===== config.mk =====
export PLATFORM = sky130hd
export DESIGN_NAME = vga_capture
export DESIGN_NICKNAME = d
export VERILOG_FILES = /design/src/rtl/vga_timing_pkg.sv /design/src/rtl/sync_edge_detect.sv /design/src/rtl/vga_capture.sv
export SDC_FILE = /design/constraint.sdc
export NUM_CORES = 1
export LEC_CHECK = 0
export CORE_MARGIN = 1
export CORE_UTILIZATION = 52
export CTS_BUF_LIST = sky130_fd_sc_hd__clkbuf_8 sky130_fd_sc_hd__clkbuf_16
export CTS_CLUSTER_DIAMETER = 50
export CTS_CLUSTER_SIZE = 16
export DETAILED_ROUTE_END_ITERATION = 16
export GPL_ROUTABILITY_DRIVEN = 0
export PLACE_DENSITY = 0.87
export SLEW_MARGIN = 20
export SYNTH_ARGS = -nofsm -noshare
export SYNTH_HDL_FRONTEND = slang
export SYNTH_SLANG_ARGS = --single-unit

===== constraint.sdc =====
create_clock -name dclk -period 2.5 [get_ports dclk]
set_input_delay 0.375 -clock dclk [delete_from_list [all_inputs] [get_ports dclk]]
set_output_delay 0.375 -clock dclk [all_outputs]
set_load 0.02 [all_outputs]

===== src/rtl/vga_timing_pkg.sv =====
// Shared VGA timing constants and sync-tracker state encoding, used by both the
// generator and the capture side.
package vga_timing_pkg;

  localparam int WIDTH_DEF   = 640;
  localparam int DEPTH_DEF   = 480;
  localparam int H_PULSE_DEF = 96;
  localparam int H_BP_DEF    = 48;
  localparam int H_FP_DEF    = 16;
  localparam int V_PULSE_DEF = 2;
  localparam int V_BP_DEF    = 33;
  localparam int V_FP_DEF    = 10;

  localparam int H_TOTAL = H_PULSE_DEF + H_BP_DEF + WIDTH_DEF + H_FP_DEF;
  localparam int V_TOTAL = V_PULSE_DEF + V_BP_DEF + DEPTH_DEF + V_FP_DEF;

  localparam int H_ACT_START = H_PULSE_DEF + H_BP_DEF;
  localparam int V_ACT_START = V_PULSE_DEF + V_BP_DEF;

  localparam int CNT_W = 10;

  typedef enum logic {
    HUNT   = 1'b0,
    LOCKED = 1'b1
  } sync_state_t;

endpackage


===== src/rtl/sync_edge_detect.sv =====
// Registers one active-low sync input and flags its falling edge; history
// resets high so a reset never produces a phantom edge.
module sync_edge_detect (
  input  logic clk,
  input  logic rst,
  input  logic d,
  output logic fall
);

  logic d_r;
  logic d_prev;

  always_ff @(posedge clk) begin
    if (rst) begin
      d_r    <= 1'b1;
      d_prev <= 1'b1;
    end else begin
      d_r    <= d;
      d_prev <= d_r;
    end
  end

  assign fall = d_prev & ~d_r;

endmodule


===== src/rtl/vga_capture.sv =====
// VGA receiver: recovers line/frame position from hsync/vsync and emits
// active-area pixels as 8-bit grey with coordinates and frame markers.
module vga_capture
  import vga_timing_pkg::*;
#(
  parameter int WIDTH   = WIDTH_DEF,
  parameter int DEPTH   = DEPTH_DEF,
  parameter int H_PULSE = H_PULSE_DEF,
  parameter int H_BP    = H_BP_DEF,
  parameter int H_FP    = H_FP_DEF,
  parameter int V_PULSE = V_PULSE_DEF,
  parameter int V_BP    = V_BP_DEF,
  parameter int V_FP    = V_FP_DEF
) (
  input  logic                       dclk,
  input  logic                       clr,
  input  logic                       hsync,
  input  logic                       vsync,
  input  logic [2:0]                 red,
  input  logic [2:0]                 green,
  input  logic [2:0]                 blue,
  output logic                       pix_valid,
  output logic [7:0]                 pix_data,
  output logic [$clog2(WIDTH)-1:0]   pix_x,
  output logic [$clog2(DEPTH)-1:0]   pix_y,
  output logic                       sof,
  output logic                       eol,
  output logic                       frame_done,
  output logic                       locked,
  output logic                       sync_err
);

  localparam int XW = $clog2(WIDTH);
  localparam int YW = $clog2(DEPTH);

  localparam logic [CNT_W-1:0] LINE_LAST  = CNT_W'(H_PULSE + H_BP + WIDTH + H_FP - 1);
  localparam logic [CNT_W-1:0] FRAME_LAST = CNT_W'(V_PULSE + V_BP + DEPTH + V_FP - 1);
  localparam logic [CNT_W-1:0] H_START    = CNT_W'(H_PULSE + H_BP);
  localparam logic [CNT_W-1:0] H_END      = CNT_W'(H_PULSE + H_BP + WIDTH - 1);
  localparam logic [CNT_W-1:0] V_START    = CNT_W'(V_PULSE + V_BP);
  localparam logic [CNT_W-1:0] V_END      = CNT_W'(V_PULSE + V_BP + DEPTH - 1);
  localparam logic [CNT_W-1:0] CNT_MAX    = '1;

  function automatic logic [7:0] grey_of(input logic [2:0] r,
                                         input logic [2:0] g,
                                         input logic [2:0] b);
    logic [4:0] s;
    logic [2:0] a;
    s = {2'b00, r} + {1'b0, g, 1'b0} + {2'b00, b};
    a = s[4:2];
    return {a, a, a[2:1]};
  endfunction

  logic hsync_fall;
  logic vsync_fall;

  sync_edge_detect u_hsync_det (
    .clk  (dclk),
    .rst  (clr),
    .d    (hsync),
    .fall (hsync_fall)
  );

  sync_edge_detect u_vsync_det (
    .clk  (dclk),
    .rst  (clr),
    .d    (vsync),
    .fall (vsync_fall)
  );

  // Stage p0: input register, same stage as the sync edge detectors
  logic [2:0] red_r;
  logic [2:0] green_r;
  logic [2:0] blue_r;

  always_ff @(posedge dclk) begin
    red_r   <= red;
    green_r <= green;
    blue_r  <= blue;
  end

  // Stage p1: colour delayed one more cycle to line up with hcount/vcount
  logic [2:0] red_p1;
  logic [2:0] green_p1;
  logic [2:0] blue_p1;

  always_ff @(posedge dclk) begin
    red_p1   <= red_r;
    green_p1 <= green_r;
    blue_p1  <= blue_r;
  end

  sync_state_t      state;
  logic [CNT_W-1:0] hcount;
  logic [CNT_W-1:0] vcount;
  logic             v_pend;

  logic v_clear;
  logic h_bad;
  logic v_bad;
  logic cnt_lost;
  logic lose_lock;
  logic h_act;
  logic v_act;
  logic pix_now;

  always_comb begin
    v_clear   = hsync_fall && (v_pend || vsync_fall);
    h_bad     = hsync_fall && (hcount != LINE_LAST);
    v_bad     = v_clear && (vcount != FRAME_LAST);
    cnt_lost  = (hcount == CNT_MAX);
    lose_lock = (state == LOCKED) && (h_bad || v_bad || cnt_lost);
    h_act     = (hcount >= H_START) && (hcount <= H_END);
    v_act     = (vcount >= V_START) && (vcount <= V_END);
    // A cycle that drops lock must not also emit a pixel
    pix_now   = (state == LOCKED) && !lose_lock && h_act && v_act;
  end

  // Stage p2: timing tracker, lock FSM and registered pixel outputs
  always_ff @(posedge dclk) begin
    if (clr) begin
      state      <= HUNT;
      locked     <= 1'b0;
      sync_err   <= 1'b0;
      hcount     <= '0;
      vcount     <= '0;
      v_pend     <= 1'b0;
      pix_valid  <= 1'b0;
      pix_data   <= '0;
      pix_x      <= '0;
      pix_y      <= '0;
      sof        <= 1'b0;
      eol        <= 1'b0;
      frame_done <= 1'b0;
    end else begin
      hcount <= hsync_fall ? '0 : hcount + 1'b1;

      if (v_clear) begin
        vcount <= '0;
        v_pend <= 1'b0;
      end else begin
        if (hsync_fall) vcount <= vcount + 1'b1;
        if (vsync_fall) v_pend <= 1'b1;
      end

      case (state)
        HUNT: begin
          if (v_clear) begin
            state  <= LOCKED;
            locked <= 1'b1;
          end
        end
        LOCKED: begin
          if (lose_lock) begin
            state    <= HUNT;
            locked   <= 1'b0;
            sync_err <= 1'b1;
          end
        end
        default: begin
          state  <= HUNT;
          locked <= 1'b0;
        end
      endcase

      pix_valid  <= pix_now;
      pix_data   <= pix_now ? grey_of(red_p1, green_p1, blue_p1) : '0;
      pix_x      <= pix_now ? XW'(hcount - H_START) : '0;
      pix_y      <= pix_now ? YW'(vcount - V_START) : '0;
      sof        <= pix_now && (hcount == H_START) && (vcount == V_START);
      eol        <= pix_now && (hcount == H_END);
      frame_done <= pix_now && (hcount == H_END) && (vcount == V_END);
    end
  end

endmodule

==> metrics.md, run 1 <==
| Metric | Value |
|---|---|
| Max frequency | approximately 0.43 GHz |
| Post-route setup TNS | 0 ns |
| Ports | 46 |
| Avg Cell Area, Syn | 9.92 sq um |
| Sw Share | 25.0% |
| Gr usage total | 20.1% |
| Place WS | 0.194 ns |
| DR pass1 iterations | 4 |
| Grt ovf | 0 |
| Period Utilization, post-route | 93.6% |
| Cell area after synthesis | between 2000 and 3000 sq um |
| Die ar. | 5580 sq um |
| CP max stage delay | around 0.55 ns |
| Logic pwr share | 4.7% |
| Worst-Margin Slew | 0.547 ns |
| Buf+Inv Stages, Crit Path | 1 |
| Fin Clk Skew | 0.0121 ns |
| Max-slew headroom | 62.6% |
| WS Path Type | reg2reg |
| EDFF count, synth | 0 |
| Cts hold-fix bufs | 0 |
| Setup violators final | 0 |
| Via density | 4.88 |
| Antenna violations before repair | 0 |
| RSZ-0062 raised after global routing | no |
| Min Tclk post-route | 2.34 ns |
| Synth warn | 0 |
| Slowest-stage cell, CP | or4b_4 |
| Wire length of the first global-routing pass | 8160 um |
| Antenna Nets Post-Route | 0 |
| CTS tree | built |
| DP HPWL | 3490 um |
| Net Sw Power | between 0.0005 and 0.0006 W |
| CP Launch Type | flip-flop |
| Netlist cell types | 44 |
| Worst path top cell family by delay | simple AND/OR/NAND/NOR gates |
| Clk root buf | clkbuf_8 |
| Chip height | 74.7 um |
| CP max FO | 16 |
| Pint | 0.00160 W |
| Post-Layout Cell Count | roughly 400 |
| #FFs+latches synth | 72 |
| Avg WL per Cell | 12.3 um |
| VDD IR max | between 0.0004 and 0.0005 V |
| CTS buffer count | 9 |
| Power Density | 627 nW/um^2 |
| Htree depth | 3 |
| Placement Cell Area | 3220 sq um |
| CTS Sinks | 72 |
| Required @ worst endpoint | 2.77 ns |
| Drc violations | 0 |
| Vias in the first global route | 1902 |
| DRT Wirelength | ~4900 um |
| PortBufs | 45 |
| Cell Chain, Critical Path | or4_4 -> or4b_4 -> a211oi_2 -> nand3_2 -> buf_4 -> nor3_1 |
| Worst EP arrival | 2.62 ns |
| Die W | approximately 75 um |
| Hold Path Class | reg2reg |
| N_diodes | 0 |
| Clk_lat worst skew | 0.35 ns |
| Final hold violation count | 0 |
| Max-slew violation count | 0 |
| Bufs on Longest Clock Path | 2 |
| 1st-iter DRT viols | 115 |
| Leakage | 1.31 nW |
| Final instance area | between 3000 and 4000 sq um |
| Syn Nets | 303 |
| Outcome | finished clean |
| Layout Nets | 347 |
| Post-Place Cells | 380 |
| Setup Buffers After CTS | 0 |
| Final worst slack | 0.159 ns |
| CTS clk-pin slew, worst paths | 0.08 ns |
| Setup crit end kind | flip-flop |
| Core ar. | around 5000 sq um |
| Fill cells | between 400 and 500 |
| Mapped Cells | 277 |
| Pwr Total | roughly 0.0021 W |
| Row count | 26 |
| Largest net degree at the start of global routing | 17 |
| Async SR Flop Fraction | 0% |
| Synth-to-Final Area Change | 24.0% |
| Ys flop type | dfxtp_1 |
| Seq pwr share | between 50% and 60% |
| Clk pwr share | 39.7% |
| Layout cell share with drive strength beyond 1 | 11.7% |
| Vias | 1932 |
| Max Cap Violations | 0 |
| Initial Utilization | 53.8% |
| Sequential area share after synthesis | a little over half |
| Post_cts resized | 0 |
## cells in the mapped netlist (5+ instances only)
cell      instances  area, sq um
dfxtp_1          72         1440
nand4_1           5         31.3
nor3_1            5         25.0
nand3_1           8         40.0
nand2_1           9         33.8
nor2_1           51          191
clkbuf_1         10         37.5
ha_1             10          125
xor2_1            9         78.8
inv_1            13         48.8
buf_4             6         45.0
xnor2_1          19          166
or2_2             5         31.3
a21oi_1           7         35.0
## kinds of logic after synthesis
| kind of cell | share of synthesized area [%] |
|---|---|
| xor+xnor | 8.92 |
| compound gates | 5.33 |
| simple gates | 20.4 |
| fa+ha+maj | 6.74 |
| flops | 52.4 |
| buf+inv | 6.14 |
## registers in the layout (all words and copies together), names as in the netlist
signal and flops:
hcount 10, pix_x 10, vcount 10, pix_y 9
blue_p1 3, blue_r 3, green_p1 3, green_r 3
pix_data 3, red_p1 3, red_r 3, eol 1
frame_done 1, locked 1, pix_valid 1, sof 1
state 1, sync_err 1, u_hsync_det.d_prev 1, u_hsync_det.d_r 1
u_vsync_det.d_prev 1, u_vsync_det.d_r 1, v_pend 1
## worst paths after layout
check             depth (start not counted)                  end                    from  slack, ns
setup / recovery                          6  pix_y[5]$_SDFF_PP0_  vcount[7]$_SDFFE_PP0P_       0.16
setup reg to reg                          6  pix_y[5]$_SDFF_PP0_  vcount[7]$_SDFFE_PP0P_       0.16
hold reg to reg                           0   blue_p1[2]$_DFF_P_       blue_r[2]$_DFF_P_       0.33
hold / removal                            0   blue_p1[2]$_DFF_P_       blue_r[2]$_DFF_P_       0.33
## cell type report
class	instances	area [sq um]	share of cell area, %
inverter	14	52.6	1.54
clock buffer	9	124	3.63
multi-input combinational	172	1140	33.4
timing repair buffer	52	503	14.8
sequential	72	1440	42.3
tap	70	87.6	2.57
clock inverter	7	62.6	1.83
## layer usage
| layer | global-route usage, % | vias up | wire length (um) |
|---|---|---|---|
| met1 | 22.1 | 896 | 2190 |
| met3 | 7.36 | 9 | 203 |
| met4 | 9.64 | 0 | 99 |
| li1 | - | 979 | - |
| met5 | 0 | - | 0 |
| met2 | 34.2 | 48 | 2390 |
## layout by cell type, fill, tap and decap left out, types with 3 or more instances in the layout
cell type         n
nand2_1           9
nor2_1           51
xor2_1            9
inv_1            13
a21oi_1           7
dfxtp_1          72
xnor2_1          19
clkdlybuf4s50_1  45
fa_1              3
and2_1            4
buf_4             7
clkinv_4          3
nand2b_1          3
nor3_1            5
nand4_1           5
ha_1             10
nor2b_1           4
or2_2             5
clkbuf_8          9
nand3_1           8
## power groups by stage
stage | clock [W] | sequential [W] | combinational [W]
after floorplan | 0 | 0.00121 | 0.0000590
after global placement | 0 | 0.00121 | 0.0000947
after detailed placement | 0 | 0.00122 | 0.000101
after CTS | 0.000869 | 0.00119 | 0.000102
after global routing | 0.000919 | 0.00119 | 0.000113
final | 0.000848 | 0.00119 | 0.000100
## through the flow
step                      hold slack (ns)  utilization [%]
after global routing                0.336             66.8
after CTS                           0.333             66.8
final                               0.327             66.8
after global placement              0.312             63.1
after floorplan                     0.310                -
after detailed placement            0.313             63.1
No activity file was read; power rests on OpenSTA's default activity.
==> run 2: changes to the inputs <==
- SETUP_SLACK_MARGIN: not set -> 0.5
==> run 2 against run 1 <==
  * Global-route usage is 0.068 points higher
  * First-iteration DRC count is 7.0% lower
  * Power is 3.6% higher
  * Fmax is 7.3% higher
  * Routed wire length is 9.9% higher
  * Die area stayed put
  * Critical path type unchanged
  * Critical endpoint is now frame_done$_SDFF_PP0_
  * Largest power group unchanged
==> metrics.md, run 2 (same netlist as run 1, synthesis figures left out) <==
| Metric | Value |
|---|---|
| Antenna Nets Post-Route | 0 |
| Max-slew headroom | 58.8% |
| Avg WL per Cell | 13.4 um |
| Die ar. | 5580 sq um |
| Antenna violations before repair | 0 |
| Worst Setup SP | vcount[5]$_SDFFE_PP0P_ |
| Buf+Inv Stages, Crit Path | 2 |
| Worst path top cell family by delay | simple AND/OR/NAND/NOR gates |
| Ports | 46 |
| Fill cells | around 380 |
| Die W | roughly 75 um |
| Largest net degree at the start of global routing | 17 |
| Outcome | finished clean |
| DP HPWL | 3420 um |
| Required @ worst endpoint | 2.77 ns |
| CP max stage delay | between 0.5 and 0.6 ns |
| PortBufs | 45 |
| Max frequency | ~0.46 GHz |
| Reg area | 1450 sq um |
| Layout Nets | ~350 |
| Synth-to-Final Area Change | 29.0% |
| DR pass1 iterations | 4 |
| Core ar. | just over 5000 sq um |
| Htree depth | 3 |
| Cell Chain, Critical Path | or4_4 -> or4b_4 -> a211oi_2 -> nand3_2 -> buf_6 -> buf_6 -> nor3_2 |
| CP Launch Type | flip-flop |
| DRT Wirelength | 5370 um |
| Chip height | 74.7 um |
| 1st-iter DRT viols | 107 |
| Via density | between 4 and 5 |
| Setup violators final | 0 |
| Initial Utilization | a little over half |
| Worst EP arrival | 2.45 ns |
| WHS | roughly 0.33 ns |
| CTS Sinks | 72 |
| CTS tree | built |
| Min Tclk post-route | around 2.2 ns |
| Max Cap Violations | 0 |
| VDD IR max | roughly 0.00032 V |
| Drc violations | 0 |
| Vias | 1996 |
| Power Density | 624 nW/um^2 |
| Post-route core utilization | 69.5% |
| Most common cell on crit path | buf_6 |
| Max-slew violation count | 0 |
| Layout cell share with drive strength beyond 1 | 16.6% |
| CTS buffer count | 9 |
| Row count | 26 |
| N_diodes | 0 |
| Largest regs | hcount (10), pix_x (10), vcount (10) |
| RSZ-0062 raised after global routing | yes |
| Slowest-stage cell, CP | or4_4 |
| Cts hold-fix bufs | 0 |
| Setup crit end kind | flip-flop |
| Leakage | between 1 and 1.5 nW |
| Placement Cell Area | 3210 sq um |
| Fin Clk Skew | 0.00699 ns |
| Most frequent cells in the layout | 68 x dfxtp_1, 48 x nor2_1, 45 x clkdlybuf4s50_1 |
| Multi-input combinational cell area | 1190 sq um |
| Worst-Margin Slew | 0.603 ns |
| Post-route setup TNS | 0 ns |
| Vias in the first global route | 1866 |
| Final instance area | 3550 sq um |
| CP max FO | 3 |
| Worst Hold Launch | blue_r[2]$_DFF_P_ |
| Final hold violation count | 0 |
| Bufs on Longest Clock Path | 2 |
| CTS clk-pin slew, worst paths | 0.08 ns |
| Wire length of the first global-routing pass | 8230 um |
| Clk_lat worst skew | 0.35 ns |
| Hold Path Class | reg2reg |
| RR Startpoint | vcount[5]$_SDFFE_PP0P_ |
| WS Path Type | reg2reg |
| Gr usage total | roughly a fifth |
| Clk root buf | clkbuf_8 |
| Period Utilization, post-route | slightly below 90% |
| Commonest non-fill, non-tap cell in the layout | dfxtp_1 |
| Grt ovf | 0 |
==> run 2: changes by cell type in the layout (fill, tap and decap cells not counted), sizes merged <==
cell      previous run  this run
clkinvlp             1         4
bufinv               0         1
inv                 17        14
buf                  7        12
clkbuf               9        10
clkinv               3         1
==> run 2: through the flow <==
step	setup slack, ns	instances	total power (W)
after floorplan	0.386	277	0.00127
after global placement	0.324	378	0.00131
after detailed placement	0.281	378	0.00131
after CTS	0.367	398	0.00223
after global routing	0.266	401	0.00229
final	0.319	401	0.00221
==> run 2: cell type report <==
type / count / share of cell area, %
sequential: 72 / 40.9
multi-input combinational: 172 / 33.5
timing repair buffer: 57 / 15.8
clock buffer: 10 / 3.88
tap: 70 / 2.47
clock inverter: 6 / 1.94
inverter: 14 / 1.48
==> run 2: what timing repair did <==
| item | in CTS | in global routing |
|---|---|---|
| gates resized for setup | 7 | 15 |
| setup endpoints to repair | 25 | 28 |
| setup buffers | 4 | 3 |
==> run 2: worst register-to-register path, cell delays in order (launching register included) <==
cell	delay, ns
dfxtp_4	0.35
or4_4	0.51
or4b_4	0.51
a211oi_2	0.23
nand3_2	0.13
buf_6	0.16
buf_6	0.11
nor3_2	0.11
==> run 2: path summary, 6_finish.rpt <==
kind,endpoint,depth (start not counted),slack [ns]
min,blue_p1[2]$_DFF_P_,0,0.33
max,frame_done$_SDFF_PP0_,7,0.32
max reg2reg,frame_done$_SDFF_PP0_,7,0.32
min reg2reg,blue_p1[2]$_DFF_P_,0,0.33
==> run 2: per-layer routing <==
layer  track usage, %  vias up  share of wire (%)
li1                 -      991                  -
met4             12.6        0                1.8
met5                0        -                  0
met3             4.02       12                4.5
met1             23.1      937                 43
met2             34.4       56                 51
==> run 2: power breakdown <==
| group | switching, W | leakage (nW) | total, W | internal [W] |
|---|---|---|---|---|
| logic | 0.0000483 | 0.691 | 0.000100 | 0.0000519 |
| clock network | 0.000436 | 0.0907 | 0.000924 | 0.000488 |
| registers | 0.0000177 | 0.591 | 0.00119 | 0.00117 |
